## src/rtl/pin_entry.sv

```systemverilog
// Keypad front end: buffers two digits into an 8-bit PIN, compares each half against
// the stored PIN, and handles reprogramming, entry timeout, post-submit hold and alarm lockout.
module pin_entry #(
  parameter logic [7:0] DEFAULT_PIN = 8'h42,
  parameter int         TIMEOUT_CYC = 1000,
  parameter int         HOLD_CYC    = 4,
  parameter int         LOCKOUT_CYC = 5000
) (
  input  logic       clk,
  input  logic       rst_n,
  input  logic       key_valid,
  input  logic [3:0] key_code,
  input  logic       prog_en,
  input  logic       lock_open_in,
  input  logic       alarm_in,
  output logic [7:0] pin,
  output logic       first_four_match,
  output logic       last_four_match,
  output logic       req_access,
  output logic       pin_updated,
  output logic       entry_err,
  output logic [1:0] digit_cnt,
  output logic       busy
);

  typedef enum logic [1:0] {S_IDLE, S_ENTRY, S_HOLD, S_LOCKOUT} state_t;

  localparam int TW      = $clog2(TIMEOUT_CYC + 1);
  localparam int BLK_MAX = (LOCKOUT_CYC > HOLD_CYC) ? LOCKOUT_CYC : HOLD_CYC;
  localparam int BW      = $clog2(BLK_MAX + 1);
  localparam logic [TW-1:0] TO_LAST = TW'(TIMEOUT_CYC - 1);
  localparam logic [BW-1:0] HOLD_LD = BW'(HOLD_CYC);
  localparam logic [BW-1:0] LOCK_LD = BW'(LOCKOUT_CYC);

  state_t          state_q, state_d;
  logic [7:0]      entry_q, stored_q, pin_q;
  logic [1:0]      dcnt_q;
  logic [TW-1:0]   to_cnt_q;
  logic [BW-1:0]   blk_cnt_q;
  logic            first_q, last_q, req_q, upd_q, err_q;

  logic take, dig, clr, ent;
  logic do_shift, do_drop, do_submit, do_prog, do_err, timeout;

  // Key decode; alarm_in suppresses every key action in the same cycle.
  always_comb begin
    take      = key_valid && !alarm_in && (state_q == S_IDLE || state_q == S_ENTRY);
    dig       = take && (key_code <= 4'd9);
    clr       = take && (key_code == 4'hA);
    ent       = take && (key_code == 4'hB);
    do_shift  = dig && (dcnt_q != 2'd2);
    do_drop   = dig && (dcnt_q == 2'd2);
    do_submit = ent && (dcnt_q == 2'd2) && !prog_en;
    do_prog   = ent && (dcnt_q == 2'd2) && prog_en && lock_open_in;
    do_err    = do_drop || (ent && !do_submit && !do_prog);
    timeout   = (state_q == S_ENTRY) && !alarm_in && !(dig || clr || ent) &&
                (to_cnt_q >= TO_LAST);
  end

  always_ff @(posedge clk or negedge rst_n) begin
    if (!rst_n) state_q <= S_IDLE;
    else        state_q <= state_d;
  end

  always_comb begin
    state_d = state_q;
    case (state_q)
      S_IDLE, S_ENTRY: begin
        if (do_shift)              state_d = S_ENTRY;
        else if (do_submit)        state_d = S_HOLD;
        else if (clr || ent)       state_d = S_IDLE;
        else if (timeout)          state_d = S_IDLE;
      end
      S_HOLD, S_LOCKOUT: begin
        if (blk_cnt_q <= BW'(1))   state_d = S_IDLE;
      end
      default:                     state_d = S_IDLE;
    endcase
    if (alarm_in) state_d = S_LOCKOUT;
  end

  always_comb begin
    busy             = (state_q == S_HOLD) || (state_q == S_LOCKOUT);
    digit_cnt        = dcnt_q;
    pin              = pin_q;
    first_four_match = first_q;
    last_four_match  = last_q;
    req_access       = req_q;
    pin_updated      = upd_q;
    entry_err        = err_q;
  end

  always_ff @(posedge clk or negedge rst_n) begin
    if (!rst_n) begin
      entry_q   <= '0;
      dcnt_q    <= '0;
      to_cnt_q  <= '0;
      blk_cnt_q <= '0;
      stored_q  <= DEFAULT_PIN;
      pin_q     <= '0;
      first_q   <= 1'b0;
      last_q    <= 1'b0;
      req_q     <= 1'b0;
      upd_q     <= 1'b0;
      err_q     <= 1'b0;
    end else begin
      req_q <= do_submit;
      upd_q <= do_prog;
      err_q <= do_err;
      if (alarm_in) begin
        entry_q  <= '0;
        dcnt_q   <= '0;
        to_cnt_q <= '0;
      end else if (do_shift) begin
        entry_q  <= {entry_q[3:0], key_code};
        dcnt_q   <= dcnt_q + 2'd1;
        to_cnt_q <= '0;
      end else if (do_drop) begin
        to_cnt_q <= '0;
      end else if (clr || ent || timeout) begin
        entry_q  <= '0;
        dcnt_q   <= '0;
        to_cnt_q <= '0;
      end else if (state_q == S_ENTRY) begin
        if (to_cnt_q != TO_LAST) to_cnt_q <= to_cnt_q + TW'(1);
      end else begin
        to_cnt_q <= '0;
      end
      // Shared block counter: loaded on entry to HOLD/LOCKOUT, saturating down-count.
      if (alarm_in)                  blk_cnt_q <= LOCK_LD;
      else if (do_submit)            blk_cnt_q <= HOLD_LD;
      else if (blk_cnt_q != '0)      blk_cnt_q <= blk_cnt_q - BW'(1);
      if (do_submit) begin
        pin_q   <= entry_q;
        first_q <= (entry_q[7:4] == stored_q[7:4]);
        last_q  <= (entry_q[3:0] == stored_q[3:0]);
      end
      if (do_prog) stored_q <= entry_q;
    end
  end

endmodule
```

## config.mk

```make
export PLATFORM = sky130hd
export DESIGN_NAME = pin_entry
export DESIGN_NICKNAME = d
export VERILOG_FILES = /design/src/rtl/pin_entry.sv
export SDC_FILE = /design/constraint.sdc
export NUM_CORES = 1
export LEC_CHECK = 0
export ABC_AREA = 1
export CAP_MARGIN = 10
export CORE_ASPECT_RATIO = 0.7
export CORE_UTILIZATION = 47
export CTS_BUF_LIST = sky130_fd_sc_hd__clkbuf_2
export DETAILED_ROUTE_END_ITERATION = 8
export HOLD_SLACK_MARGIN = 0.12
export PLACE_DENSITY = 0.64
export SLEW_MARGIN = 10
export SYNTH_ARGS = -nofsm -noshare
export SYNTH_HDL_FRONTEND = slang
export SYNTH_SLANG_ARGS = --single-unit
```

## constraint.sdc

```tcl
create_clock -name clk -period 4.2 [get_ports clk]
set_clock_uncertainty 0.2 [all_clocks]
set_input_delay 0.63 -clock clk [delete_from_list [all_inputs] [get_ports clk]]
set_output_delay 0.63 -clock clk [all_outputs]
set_load 0.05 [all_outputs]
```

==> flow_summary.ini <==
[timing]
grt_setup_unrepaired = no
setup-violations-final = 0
max_slew_margin_pct = 65.21
tns_ns = 0
fmax_ghz = 0.3931
final-hold-violation-count = 0
timing.final.crit_share_pct = 60.56
period_needed_ns = 2.544
final.setup.worst_slack_ns = 1.656
timing_worst_slew_pin_value_ns = 0.5203
final_max_slew_viol_count = 0
hold_ws_ns = 0.2812

[synth]
synth_flop_cell = dfrtp_1
asyncSetResetFlopFracSynth_pct = 100.0
yosysWarningCount = 0
yosysSeqAreaShare_pct = 48.85
synth_seq_cells = 56
synthesis.nets = 346
post_synth_instance_area_mm2 = 0.002874
synth_cell_type_count = 36
synth_edf_count = 0
syn-mean-instance-area_um2 = 8.657
synthesis.instances = 332

[floorplan]
fp.dieH_um = 67.43
floorplan.io_pins = 26
core-area_mm2 = 0.005813
placementRows = 23
floorplan.die.width_um = 95.47
initial_utilization_pct = 49.44
floorplan.die_area_mm2 = 0.006437

[grt]
use_met2_pct = 27.59
initial_antenna_violation_count = 0
grtUsageMet3_pct = 4.279
global_route.usage.met1_pct = 29.91
grt_first_pass_wirelength_um = 9535
pin_count_of_the_biggest_net_entering_global_routing = 38
globalRouteTotalUtil_pct = 19.51
globalRouteOverflowTotal = 0
global_route.peak_usage_layer = met1
first_global_vias = 2015

[placement]
preCtsSetupSlack_ns = 1.376
gp_congestion = 0.8685
dp_hpwl_um = 4051
place.port_buffers = 25

[finish]
fill_cells = 524
area_taken_by_multi_input_logic_gates_mm2 = 0.001275
seq_area_mm2 = 0.001404
drive_gt1_share_pct = 12.74
antenna_cells_inserted = 0
layout.nets = 374
syn_to_final_growth_pct = 12.10

[clock_tree]
cts_max_level = 2
worst_skew_pair.late_latency_ns = 0.45
clock_sinks = 56
ctsRootBufferMaster = clkbuf_2
tritoncts_clock_tree = done
cts_max_path_buffers = 2
cts-buffers-inserted = 5
cts_post_setup_buffers_inserted = 0
clk_pin_slew_worst_paths_ns = 0.28

[worst_setup_path]
r2r-start = digit_cnt[0]$_DFFE_PN0P_
critical_path_arrival_ns = 1.71
critical_path_cell_sequence = clkdlybuf4s50_1
crit_path_top_delay_cell = clkdlybuf4s50_1
critical-path-max-stage-delay_ns = 0.82
timing.critical_path.to_type = output port
r2r_slack_ns = 2.09
timing.reg2reg.worst_path_depth = 7
cpLargestDelayFamily = buffers and inverters
critical_path_buf_inv_count = 1
worst_ep_required_time_ns = 3.37
setup.worst_path.start_class = register
critical_path_cell_count = 1
setup.worst_path.class = reg2out
critical_path_peak_fanout = 3
reg_to_reg_endpoint = blk_cnt_q[1]$_DFFE_PN0P_

[outcome]
run_status = complete, no violations

[power]
max-vdd-ir-drop_uv = 105.2
power.leakage_nw = 1.557
powerDensity_mw_per_mm2 = 273.5

[min_path]
min_delay_worst_endpoint = to_cnt_q[0]$_DFFE_PN0P_
hold_path_depth = 1
worstHoldStart = to_cnt_q[0]$_DFFE_PN0P_
worstHoldPathType = reg2reg

[detailed_routing]
vias = 2150
drtPass1Iterations = 4
detail_route.wl_per_cell_um = 12.76
totalWireLength_um = 5565
viasPerCell = 4.931
drt-initial-drc-count = 129
detail_route.drc_violations = 0
antenna_violating_nets_post_route = 0

[run]
max_cap_viols = 0
## metal layers
metal | up-vias | routed length (um)
met4 | 0 | 49
met1 | 985 | 3065
met2 | 48 | 2216
met5 | - | 0
met3 | 4 | 233
li1 | 1113 | -
## worst max path at each step
stage	start	slack (ns)	end
2_1_floorplan	digit_cnt[0]$_DFFE_PN0P_	2.27	digit_cnt[1]$_DFFE_PN0P_
3_3_place_gp	key_code[1]	1.46	blk_cnt_q[1]$_DFFE_PN0P_
3_5_place_dp	key_code[1]	1.38	blk_cnt_q[1]$_DFFE_PN0P_
4_1_cts	digit_cnt[1]$_DFFE_PN0P_	1.62	digit_cnt[1]
5_1_grt	digit_cnt[1]$_DFFE_PN0P_	1.59	digit_cnt[1]
6_report	digit_cnt[1]$_DFFE_PN0P_	1.66	digit_cnt[1]
## per-stage QoR
| step | total power, mW | instance area, um2 | utilization, % | cells |
|---|---|---|---|---|
| 3_3_place_gp | 0.6793 | 3172 | 54.56 | 427 |
| 3_5_place_dp | 0.6807 | 3172 | 54.56 | 427 |
| 5_1_grt | 0.9196 | 3222 | 55.42 | 436 |
| 4_1_cts | 0.8909 | 3222 | 55.42 | 436 |
| 2_1_floorplan | 0.6388 | 2874 | - | 332 |
| 6_report | 0.8812 | 3222 | 55.42 | 436 |
## cell families (layout without fill, tap and decap cells)
logic type | count (synthesis) | count (layout) | synth area share [%]
xor+xnor | 14 | 14 | 4.266
flops | 56 | 56 | 48.85
simple gates | 185 | 185 | 31.04
compound gates | 28 | 28 | 7.314
fa+ha+maj | 4 | 4 | 1.741
buf+inv | 45 | 74 | 6.791
## cells in the mapped netlist, types with 2 or more instances
cell type,instances,share of area (%)
nor2_4,3,1.2
nor3_1,2,0.35
nand4_4,2,1.5
nand2_2,2,0.44
dfstp_2,2,1.8
or2_2,2,0.44
nand3_1,28,4.9
nand4_1,9,2.0
nor2_1,38,5.0
nand2_1,85,11
xnor2_1,4,1.2
buf_6,3,1.2
a21oi_1,5,0.87
xor2_1,10,3.0
dfrtp_1,54,47
o21ai_0,5,0.87
nor2_2,4,0.87
nor3b_1,4,1.0
buf_2,3,0.52
inv_1,36,4.7
o21ai_2,12,3.7
inv_2,2,0.26
ha_1,4,1.7
## registers in the layout, summed over array words and instances (netlist names), 2 cells and up
register	count
pin	8
entry_q	8
blk_cnt_q	13
digit_cnt	2
state_q	2
stored_q	8
to_cnt_q	10
## where the power goes
group	leakage [nW]	switching [mW]	total [mW]	internal [mW]
sequential	0.738	0.0110	0.564	0.553
combinational	0.786	0.0727	0.108	0.0356
clock	0.0330	0.163	0.209	0.0454
## cell usage in the layout (no fill, tap or decap), types with 2 or more instances in the layout
cell / synthesis / routed
a21oi_1: 5 / 5
clkbuf_2: 0 / 7
clkdlybuf4s50_1: 0 / 24
dfrtp_1: 54 / 54
dfstp_2: 2 / 2
ha_1: 4 / 4
inv_1: 36 / 36
inv_2: 2 / 2
nand2_1: 85 / 85
nand2_2: 2 / 2
nand3_1: 28 / 28
nand4_1: 9 / 9
nand4_4: 2 / 2
nor2_1: 38 / 38
nor2_2: 4 / 4
nor2_4: 3 / 3
nor3_1: 2 / 2
nor3b_1: 4 / 4
o21ai_0: 5 / 5
o21ai_2: 12 / 12
or2_2: 2 / 2
xnor2_1: 4 / 4
xor2_1: 10 / 10
## layout make-up
class | instances | share of cell area [%]
multi-input cells | 231 | 39.57
flip-flops and latches | 56 | 43.57
clock inverters | 1 | 0.1553
clock buffers | 7 | 1.087
repair buffers | 27 | 8.155
well taps | 75 | 2.913
inverters | 39 | 4.544
## what timing repair did
item / 4_1_cts / 5_1_grt
hold buffers: 1 / 0
hold endpoints to repair: 18 / 0
gates resized for setup: 0 / 0
No activity file was read; power rests on OpenSTA's default activity.
